$ cat src/rtl/pipe_control_unit.sv
// ID-stage control: opcode decode, ID/EX control register, hazard tracker and illegal-opcode counter.
// Build option FWD_HAZARD_EN: forwarding exists downstream, so only load-use hazards stall.
module pipe_control_unit #(
    parameter int OPCODE_W  = 6,
    parameter int REG_W     = 5,
    parameter int HAZ_DEPTH = 2
) (
    input  logic                clk,
    input  logic                rst_n,
    input  logic                in_valid,
    input  logic [OPCODE_W-1:0] op_code,
    input  logic [REG_W-1:0]    src1,
    input  logic [REG_W-1:0]    src2,
    input  logic [REG_W-1:0]    dest,
    input  logic                freeze,
    input  logic                flush,
    output logic                hazard_stall,
    output logic                out_valid,
    output logic                is_immediate,
    output logic                ST_or_BNE,
    output logic                is_branch_or_jump,
    output logic                MEM_R_en,
    output logic                MEM_W_en,
    output logic                WB_en,
    output logic [1:0]          branch_type,
    output logic [3:0]          EXE_cmd,
    output logic [REG_W-1:0]    dest_out,
    output logic                illegal_op,
    output logic [7:0]          illegal_cnt
);

    localparam logic [5:0] OP_NOP  = 6'd0;
    localparam logic [5:0] OP_ADD  = 6'd1;
    localparam logic [5:0] OP_SUB  = 6'd3;
    localparam logic [5:0] OP_AND  = 6'd5;
    localparam logic [5:0] OP_OR   = 6'd6;
    localparam logic [5:0] OP_NOR  = 6'd7;
    localparam logic [5:0] OP_XOR  = 6'd8;
    localparam logic [5:0] OP_SLA  = 6'd9;
    localparam logic [5:0] OP_SLL  = 6'd10;
    localparam logic [5:0] OP_SRA  = 6'd11;
    localparam logic [5:0] OP_SRL  = 6'd12;
    localparam logic [5:0] OP_ADDI = 6'd32;
    localparam logic [5:0] OP_SUBI = 6'd33;
    localparam logic [5:0] OP_LD   = 6'd36;
    localparam logic [5:0] OP_ST   = 6'd37;
    localparam logic [5:0] OP_BEZ  = 6'd40;
    localparam logic [5:0] OP_BNE  = 6'd41;
    localparam logic [5:0] OP_JMP  = 6'd42;

    typedef struct packed {
        logic             valid;
        logic             wb;
        logic             memr;
        logic [REG_W-1:0] dest;
    } trk_t;

    trk_t trk [HAZ_DEPTH];

    logic [5:0]          op_lo;
    logic [OPCODE_W-1:0] op_hi;
    logic                hi_zero;
    logic                d_legal, d_imm, d_stb, d_br, d_memr, d_memw, d_wb;
    logic [1:0]          d_bt;
    logic [3:0]          d_exe;
    logic                is_nop, use_src1, use_src2;
    logic                hit, take;

    assign op_lo   = op_code[5:0];
    assign op_hi   = op_code >> 6;
    assign hi_zero = (op_hi == '0);

    // Decode; anything outside the table (or with upper opcode bits set) becomes an illegal NOP
    always_comb begin
        d_legal = 1'b1;
        d_imm   = 1'b0;
        d_stb   = 1'b0;
        d_br    = 1'b0;
        d_memr  = 1'b0;
        d_memw  = 1'b0;
        d_wb    = 1'b0;
        d_bt    = 2'd0;
        d_exe   = 4'd0;
        if (!hi_zero) begin
            d_legal = 1'b0;
        end else begin
            case (op_lo)
                OP_NOP:  ;
                OP_ADD:  begin d_exe = 4'd0;  d_wb = 1'b1; end
                OP_SUB:  begin d_exe = 4'd2;  d_wb = 1'b1; end
                OP_AND:  begin d_exe = 4'd4;  d_wb = 1'b1; end
                OP_OR:   begin d_exe = 4'd5;  d_wb = 1'b1; end
                OP_NOR:  begin d_exe = 4'd6;  d_wb = 1'b1; end
                OP_XOR:  begin d_exe = 4'd7;  d_wb = 1'b1; end
                OP_SLA,
                OP_SLL:  begin d_exe = 4'd8;  d_wb = 1'b1; end
                OP_SRA:  begin d_exe = 4'd9;  d_wb = 1'b1; end
                OP_SRL:  begin d_exe = 4'd10; d_wb = 1'b1; end
                OP_ADDI: begin d_exe = 4'd0;  d_imm = 1'b1; d_wb = 1'b1; end
                OP_SUBI: begin d_exe = 4'd2;  d_imm = 1'b1; d_wb = 1'b1; end
                OP_LD:   begin d_exe = 4'd0;  d_imm = 1'b1; d_memr = 1'b1; d_wb = 1'b1; end
                OP_ST:   begin d_exe = 4'd0;  d_imm = 1'b1; d_stb = 1'b1; d_memw = 1'b1; end
                OP_BEZ:  begin d_imm = 1'b1;  d_br = 1'b1;  d_bt = 2'd0; end
                OP_BNE:  begin d_imm = 1'b1;  d_stb = 1'b1; d_br = 1'b1; d_bt = 2'd1; end
                OP_JMP:  begin d_imm = 1'b1;  d_br = 1'b1;  d_bt = 2'd2; end
                default: d_legal = 1'b0;
            endcase
        end
    end

    assign is_nop   = (op_lo == OP_NOP) | ~d_legal;
    assign use_src1 = in_valid & ~is_nop & (op_lo != OP_JMP);
    assign use_src2 = in_valid & ~is_nop & (~d_imm | d_stb);

    always_comb begin
        hit = 1'b0;
`ifdef FWD_HAZARD_EN
        if (trk[0].valid && trk[0].memr && (trk[0].dest != '0) &&
            ((use_src1 && (src1 == trk[0].dest)) || (use_src2 && (src2 == trk[0].dest))))
            hit = 1'b1;
`else
        // A load always writes back, so either flag marks an entry as a producer
        for (int i = 0; i < HAZ_DEPTH; i++) begin
            if (trk[i].valid && (trk[i].wb || trk[i].memr) && (trk[i].dest != '0) &&
                ((use_src1 && (src1 == trk[i].dest)) || (use_src2 && (src2 == trk[i].dest))))
                hit = 1'b1;
        end
`endif
    end

    assign hazard_stall = in_valid & ~flush & hit;
    assign take         = in_valid & ~flush & ~hazard_stall;

    // ID/EX register and tracker advance together; a bubble is an all-zero bundle
    always_ff @(posedge clk or negedge rst_n) begin
        if (!rst_n) begin
            out_valid         <= 1'b0;
            is_immediate      <= 1'b0;
            ST_or_BNE         <= 1'b0;
            is_branch_or_jump <= 1'b0;
            MEM_R_en          <= 1'b0;
            MEM_W_en          <= 1'b0;
            WB_en             <= 1'b0;
            branch_type       <= 2'd0;
            EXE_cmd           <= 4'd0;
            dest_out          <= '0;
            illegal_op        <= 1'b0;
            for (int i = 0; i < HAZ_DEPTH; i++) trk[i] <= '0;
        end else if (!freeze) begin
            out_valid         <= take;
            is_immediate      <= take & d_imm;
            ST_or_BNE         <= take & d_stb;
            is_branch_or_jump <= take & d_br;
            MEM_R_en          <= take & d_memr;
            MEM_W_en          <= take & d_memw;
            WB_en             <= take & d_wb;
            branch_type       <= take ? d_bt : 2'd0;
            EXE_cmd           <= take ? d_exe : 4'd0;
            dest_out          <= take ? dest : '0;
            illegal_op        <= take & ~d_legal;
            trk[0].valid      <= take;
            trk[0].wb         <= take & d_wb;
            trk[0].memr       <= take & d_memr;
            trk[0].dest       <= take ? dest : '0;
            for (int i = HAZ_DEPTH - 1; i > 0; i--) trk[i] <= trk[i-1];
        end
    end

    always_ff @(posedge clk or negedge rst_n) begin
        if (!rst_n) begin
            illegal_cnt <= 8'd0;
        end else if (!freeze && take && !d_legal && (illegal_cnt != 8'hFF)) begin
            illegal_cnt <= illegal_cnt + 8'd1;
        end
    end

endmodule
$ cat config.mk
export PLATFORM = sky130hd
export DESIGN_NAME = pipe_control_unit
export DESIGN_NICKNAME = d
export VERILOG_FILES = /design/src/rtl/pipe_control_unit.sv
export SDC_FILE = /design/constraint.sdc
export NUM_CORES = 1
export LEC_CHECK = 0
export ABC_AREA = 1
export ABC_CLOCK_PERIOD_IN_PS = 2050
export CORE_AREA = 5 5 91 93
export CTS_BUF_LIST = sky130_fd_sc_hd__clkbuf_4 sky130_fd_sc_hd__clkbuf_8 sky130_fd_sc_hd__clkbuf_16
export CTS_CLUSTER_DIAMETER = 80
export DETAILED_ROUTE_END_ITERATION = 7
export DIE_AREA = 0 0 96 98
export GPL_ROUTABILITY_DRIVEN = 0
export GPL_TIMING_DRIVEN = 0
export HOLD_SLACK_MARGIN = 0.08
export PLACE_DENSITY = 0.53
export RECOVER_POWER = 50
export SLEW_MARGIN = 5
export SYNTH_ARGS = -nofsm -noshare
export SYNTH_HDL_FRONTEND = slang
export SYNTH_SLANG_ARGS = --single-unit
$ cat constraint.sdc
create_clock -name clk -period 2.05 [get_ports clk]
set_clock_uncertainty 0.2 [all_clocks]
set_input_delay 0.3075 -clock clk [delete_from_list [all_inputs] [get_ports clk]]
set_output_delay 0.3075 -clock clk [all_outputs]
set_load 0.05 [all_outputs]
==> results of run 1 <==
==> cell families (layout without fill, tap and decap cells) <==
family                   after synthesis  in the layout
AO/OA/AOI/OAI                         11             11
XOR/XNOR                              23             23
adder cells (fa/ha/maj)                1              1
buffers and inverters                 51            116
flip-flops                            35             35
AND/OR/NAND/NOR                      194            194
==> area by class of cell <==
type,instances,share of cell area
Sequential cell,35,0.2893
Inverter,39,0.04760
Timing Repair Buffer,58,0.1798
Tap cell,102,0.04150
Clock inverter,3,0.004882
Clock buffer,5,0.02238
Buffer,11,0.01993
Multi-Input combinational cell,229,0.3946
==> cell usage in the layout (no fill, tap or decap), drive strengths merged, types with 5 or more instances in the layout <==
cell / n
buf: 12
clkbuf: 11
clkdlybuf4s15: 5
clkdlybuf4s50: 24
dfrtp: 35
dlygate4sd2: 18
inv: 39
nand2: 114
nand3: 33
nand4: 11
nor2: 29
nor3: 6
o21ai: 8
xnor2: 12
xor2: 11
==> report_power, final <==
group / internal, mW / total, mW / leakage, nW / switching [mW]
Clock: 0.232 / 0.484 / 0.0477 / 0.251
Combinational: 0.198 / 0.555 / 1.12 / 0.357
Sequential: 0.750 / 0.824 / 0.460 / 0.0748
Total: 1.18 / 1.86 / 1.63 / 0.683
==> state kept, by name (all words and copies together), names as in the netlist <==
register and cells:
illegal_cnt 8, MEM_W_en 1, illegal_op 1, branch_type 2, is_branch_or_jump 1, ST_or_BNE 1
EXE_cmd 4, trk 16, is_immediate 1
==> tightest hold or removal path, cell delays in order (launching register included) <==
cell,delay [ps]
dfrtp_1,350
nand2_1,40
o21ai_0,60
==> worst paths after layout <==
check | cells past startpoint | end | startpoint | slack, ps
min in group asynchronous | 2 | trk[0]$_DFFE_PN0N_ | rst_n | 470
max in group asynchronous | 2 | trk[14]$_DFFE_PN0N_ | rst_n | 560
setup / recovery | 10 | hazard_stall | trk[8]$_DFFE_PN0N_ | -150
hold / removal | 2 | trk[5]$_DFFE_PN0N_ | trk[5]$_DFFE_PN0N_ | 290
setup reg to reg | 12 | trk[15]$_DFFE_PN0N_ | trk[8]$_DFFE_PN0N_ | 100
hold reg to reg | 2 | trk[5]$_DFFE_PN0N_ | trk[5]$_DFFE_PN0N_ | 290
==> metal layers <==
layer | track usage | part of all wire
met5 | 0 | 0
met4 | 0.04376 | 0.016
met3 | 0.02465 | 0.048
met2 | 0.2130 | 0.47
met1 | 0.1882 | 0.47
==> stage by stage <==
stage | utilization | cell area, sq um | hold WS [ps] | std cells | setup WS, ps
3_5_place_dp | 0.3883 | 2892 | 252.6 | 469 | -1309
6_report | 0.4130 | 3075 | 285.9 | 482 | -146.7
5_1_grt | 0.4130 | 3075 | 313.2 | 482 | -257.1
4_1_cts | 0.4032 | 3003 | 290.7 | 482 | -188.8
2_1_floorplan | - | 2248 | -188.1 | 315 | -30.33
3_3_place_gp | 0.3889 | 2897 | 266.6 | 469 | -1287
==> what timing repair did <==
item	CTS	global route
pin swaps	8	6
endpoints found under the hold margin	35	0
buffers inserted	5	0
hold buffers	1	0
resized for setup	39	27
setup endpoints to repair	27	22
==> flow_summary.json, run 1 <==
{
  "hpwl_mm": 4.393,
  "cts_sinks": 35,
  "max_cap_violations": 0,
  "drtIter0Drc": 81,
  "cpLargestDelayFamily": "simple AND/OR/NAND/NOR gates",
  "slowest_delay_ps": 470,
  "synth_most_common_cell": "nand2_1",
  "drt_first_pass_iters": 4,
  "cts.htree.levels": 2,
  "finalCritPeriodShare": 1.072,
  "crit_path_start_kind": "register",
  "synth-warning-count": 0,
  "register_area_sq_um": 889.6,
  "antenna_found_initial": 0,
  "path_max_fanout": 6,
  "criticalPathCategory": "reg -> out",
  "grt_pass1_vias": 2227,
  "worstPathCellList": "xnor2_1 > nand2_1 > nor2_1 > nand3_1 > nand2_2 > nand2_2 > nand2_2 > nand2_4 > nor2_4 > buf_6",
  "rsz0062_at_grt": "yes",
  "num_vias": 2144,
  "routedWlPerCell_um": 12.39,
  "wl_mm": 5.972,
  "setup_tns_ps": -146.7,
  "crit_arrival_ps": 1690,
  "required_ps": 1540,
  "grt_pass1_wl_mm": 10.25,
  "synth_area_leaders": "dfrtp_1 (39%), nand2_1 (18%), nand3_1 (6.9%), inv_1 (5.7%), xnor2_1 (4.7%)",
  "synthArstFlopShare": 1.000,
  "powerDensity_mw_per_mm2": 605.8,
  "grt_max_degree": 36,
  "endpoint_kind": "primary output",
  "nets": 406,
  "port_buffers": 52,
  "ys_types": 26,
  "maxSlewViolCount": 0,
  "p_leak_nw": 1.632,
  "yosys-top-cells-count": "nand2_1 (108), dfrtp_1 (35), inv_1 (34), nand3_1 (31), nor2_1 (25)",
  "fin_crit_ps": 2197,
  "grt_overflow": 0,
  "worstMarginPinSlew_ps": 884.7,
  "path_buf_inv": 1,
  "synth_top_family_by_area": "simple AND/OR/NAND/NOR gates",
  "ys.flop_type": "dfrtp_1",
  "crit_top_cell": "nand2_2",
  "rows": 32,
  "cts_root_buf": "clkbuf_8",
  "clock_latency_ps": 290,
  "synthCells": 315,
  "ys_seq_area_frac": 0.3919,
  "max-vdd-ir-drop_mv": 0.2946,
  "total_power_mw": 1.863,
  "clock_path_buffers": 2,
  "synthMuxAreaShare": 0,
  "synth-xor-area-share": 0.09015,
  "track_usage": 0.1360,
  "syn_nets": 342,
  "numCtsBuffers": 5,
  "cts.clk_slew.worst_paths_ps": 70,
  "fillers": 805,
  "die_area_sq_mm": 0.009408,
  "ant_nets": 0,
  "die_w_um": 96,
  "yosys.area_share.simple": 0.3852,
  "relSlewSlack": 0.4102,
  "ys_seq_elements": 35,
  "drive_gt1_frac": 0.1816,
  "syn_area_sq_mm": 0.002235,
  "layout_setup_ws_ps": -146.7,
  "synth_area_per_cell_sq_um": 7.094,
  "placeableCoreArea_sq_mm": 0.007447,
  "io-pin-count": 54,
  "cts_tree": "done",
  "synth_edf_count": 0,
  "finalSetupViolations": 1,
  "syn_to_final_growth_pct": 37.63,
  "hold_viol": 0,
  "status": "finished with violations",
  "synthDominantAreaCellType": "dfrtp_1",
  "routed_via_density": 4.448,
  "synth_compound_gate_area_share": 0.02744,
  "drt_drc_violations_left": 0,
  "start_util": 0.3001,
  "synth_top_area_share": 0.3919,
  "die_height_um": 98,
  "multi_input_area_sq_mm": 0.001214,
  "violations": "setup timing",
  "holdCritPathClass": "reg -> reg",
  "synthAdderAreaFrac": 0.005599,
  "critPathSlowestCell": "dfrtp_2",
  "n_antenna_cell": 0,
  "fmax_ghz": 0.4552
}
Power figures use the tool's default switching activity.
==> run 2: changes to the inputs <==
CTS_BUF_LIST = sky130_fd_sc_hd__clkbuf_16   (was sky130_fd_sc_hd__clkbuf_4 sky130_fd_sc_hd__clkbuf_8 sky130_fd_sc_hd__clkbuf_16)
DONT_BUFFER_PORTS = 1   (was unset)
PLACE_DENSITY = 0.43   (was 0.53)
==> flow_summary.json, run 2 (synthesis results as in run 1) <==
{
  "status": "finished with violations",
  "violations": "setup timing",
  "p_leak_nw": 1.459,
  "ant_nets": 0,
  "maxSlewViolCount": 0,
  "layout_setup_ws_ps": -266.3,
  "routedWlPerCell_um": 14.11,
  "fmax_ghz": 0.4317,
  "cts.clk_slew.worst_paths_ps": 60,
  "pwr-share-clk": 0.404,
  "drive_gt1_frac": 0.2404,
  "reg2reg_depth": 14,
  "p_seq_frac": 0.455,
  "wl_mm": 6.196,
  "required_ps": 1540,
  "clock_latency_ps": 280,
  "n_antenna_cell": 0,
  "drtIter0Drc": 63,
  "grt_max_degree": 36,
  "die_area_sq_mm": 0.009408,
  "criticalPathCategory": "reg -> out",
  "die_height_um": 98,
  "combPwrFrac": 0.142,
  "grt_overflow": 0,
  "cts_tree": "done",
  "crit_path_start_kind": "register",
  "rows": 32,
  "top_register": "trk",
  "intPower_mw": 1.448,
  "drt_drc_violations_left": 0,
  "max_cap_violations": 0,
  "grt_pass1_vias": 1981,
  "placeableCoreArea_sq_mm": 0.007447,
  "fillers": 818,
  "worstMarginPinSlew_ps": 939.3,
  "rsz0062_at_grt": "yes",
  "clock_path_buffers": 2,
  "port_buffers": 0,
  "routed_via_density": 4.528,
  "path_max_fanout": 3,
  "relSlewSlack": 0.3738,
  "io-pin-count": 54,
  "hpwl_mm": 4.497,
  "finalCritPeriodShare": 1.130,
  "antenna_found_initial": 0,
  "crit_arrival_ps": 1810,
  "layout_commonest_cell": "nand2_1",
  "start_util": 0.3001,
  "holdCritPathClass": "in -> reg",
  "final_util": 0.3856,
  "largest_reg_flops": 16,
  "finalSetupViolations": 15,
  "reg2reg_setup_slack_ps": -30,
  "num_vias": 1988,
  "layout_common_cells": "nand2_1 (100), inv_1 (30), dfrtp_1 (27)",
  "cts_sinks": 35,
  "max-vdd-ir-drop_mv": 0.2729,
  "fin_crit_ps": 2316,
  "track_usage": 0.1349,
  "drt_first_pass_iters": 4,
  "p_sw_mw": 0.7155,
  "reg.largest.list": "trk x16, illegal_cnt x8, EXE_cmd x4",
  "powerDensity_mw_per_mm2": 753.3,
  "hold_viol": 0,
  "nets": 363,
  "die_w_um": 96,
  "cts_root_buf": "clkbuf_16",
  "endpoint_kind": "primary output",
  "cts.htree.levels": 2,
  "numCtsBuffers": 5,
  "p_sw_frac": 0.3308,
  "total_power_mw": 2.163,
  "hold_depth": 4,
  "syn_to_final_growth_pct": 28.50,
  "grt_pass1_wl_mm": 9.949
}
## run 2: cell count changes in the layout (fill, tap and decap cells not counted), moves of 4 or more
cell | before | now
clkdlybuf4s50_1 | 24 | 0
dlygate4sd2_1 | 18 | 0
nand3_1 | 29 | 15
nand3_2 | 3 | 14
clkbuf_16 | 0 | 7
clkbuf_8 | 5 | 0
clkdlybuf4s15_1 | 5 | 0
dlygate4sd3_1 | 1 | 6
nor2_1 | 20 | 24
## run 2: worst max-delay path: stages (launching register included)
cell and delay [ps]:
dfrtp_2 560, inv_2 70, a21oi_2 140, nand2_1 70, inv_2 60, nand3_1 70, nand2_1 90, nand2_1 70
nand2_2 70, nand2_4 60, nor2_4 280
## run 2: area by class of cell
type / instances / area, sq um / share of cell area
plain buffers: 11 / 61.31 / 0.02135
clock buffers: 5 / 125.1 / 0.04357
clock inverters: 3 / 43.79 / 0.01525
inverters: 39 / 146.4 / 0.05098
multi-input cells: 229 / 1294 / 0.4505
flip-flops and latches: 35 / 885.9 / 0.3085
well taps: 102 / 127.6 / 0.04444
repair buffers: 15 / 187.7 / 0.06536
## run 2: per-stage QoR
stage / std cells / worst slack, ps / setup TNS [ps] / hold WS (ps) / area, sq um
after floorplan: 315 / -30.33 / -30.33 / -188.1 / 2248
after global placement: 417 / -263.6 / -2335 / -186.9 / 2376
after detailed placement: 417 / -253.7 / -2040 / -186.9 / 2376
after global routing: 439 / -373.5 / -2753 / 155.4 / 2872
after CTS: 434 / -340.1 / -381.6 / 119.9 / 2655
final: 439 / -266.3 / -478.7 / 126.2 / 2872
## run 2: metal layers
metal,vias to the layer above,share of wire,GRT usage
met2,41,0.49,0.2209
met3,5,0.060,0.04006
li1,1025,-,-
met1,917,0.44,0.1740
met4,0,0.0087,0.02954
met5,-,0,0
## run 2: worst paths after layout
| kind | from | endpoint |
|---|---|---|
| min in group asynchronous | rst_n | trk[1]$_DFFE_PN0N_ |
| min reg2reg | trk[5]$_DFFE_PN0N_ | trk[5]$_DFFE_PN0N_ |
| max | trk[14]$_DFFE_PN0N_ | hazard_stall |
| max reg2reg | trk[14]$_DFFE_PN0N_ | branch_type[1]$_DFFE_PN0N_ |
| min | op_code[2] | trk[13]$_DFFE_PN0N_ |
| max in group asynchronous | rst_n | trk[8]$_DFFE_PN0N_ |
## run 2: power by group through the flow
stage	sequential (mW)	combinational [mW]	clock (mW)
finish	0.984	0.306	0.873
global route	0.995	0.347	0.925
CTS	0.977	0.297	0.903
detailed placement	0.985	0.264	0
global placement	0.986	0.265	0
floorplan	0.961	0.225	0
## run 2: timing repair
item,4_1_cts,5_1_grt
pin swaps,8,16
setup endpoints to repair,9,21
hold buffers,7,0
endpoints found under the hold margin,40,0
buffers inserted,3,3
cloned,0,2
resized for setup,10,34
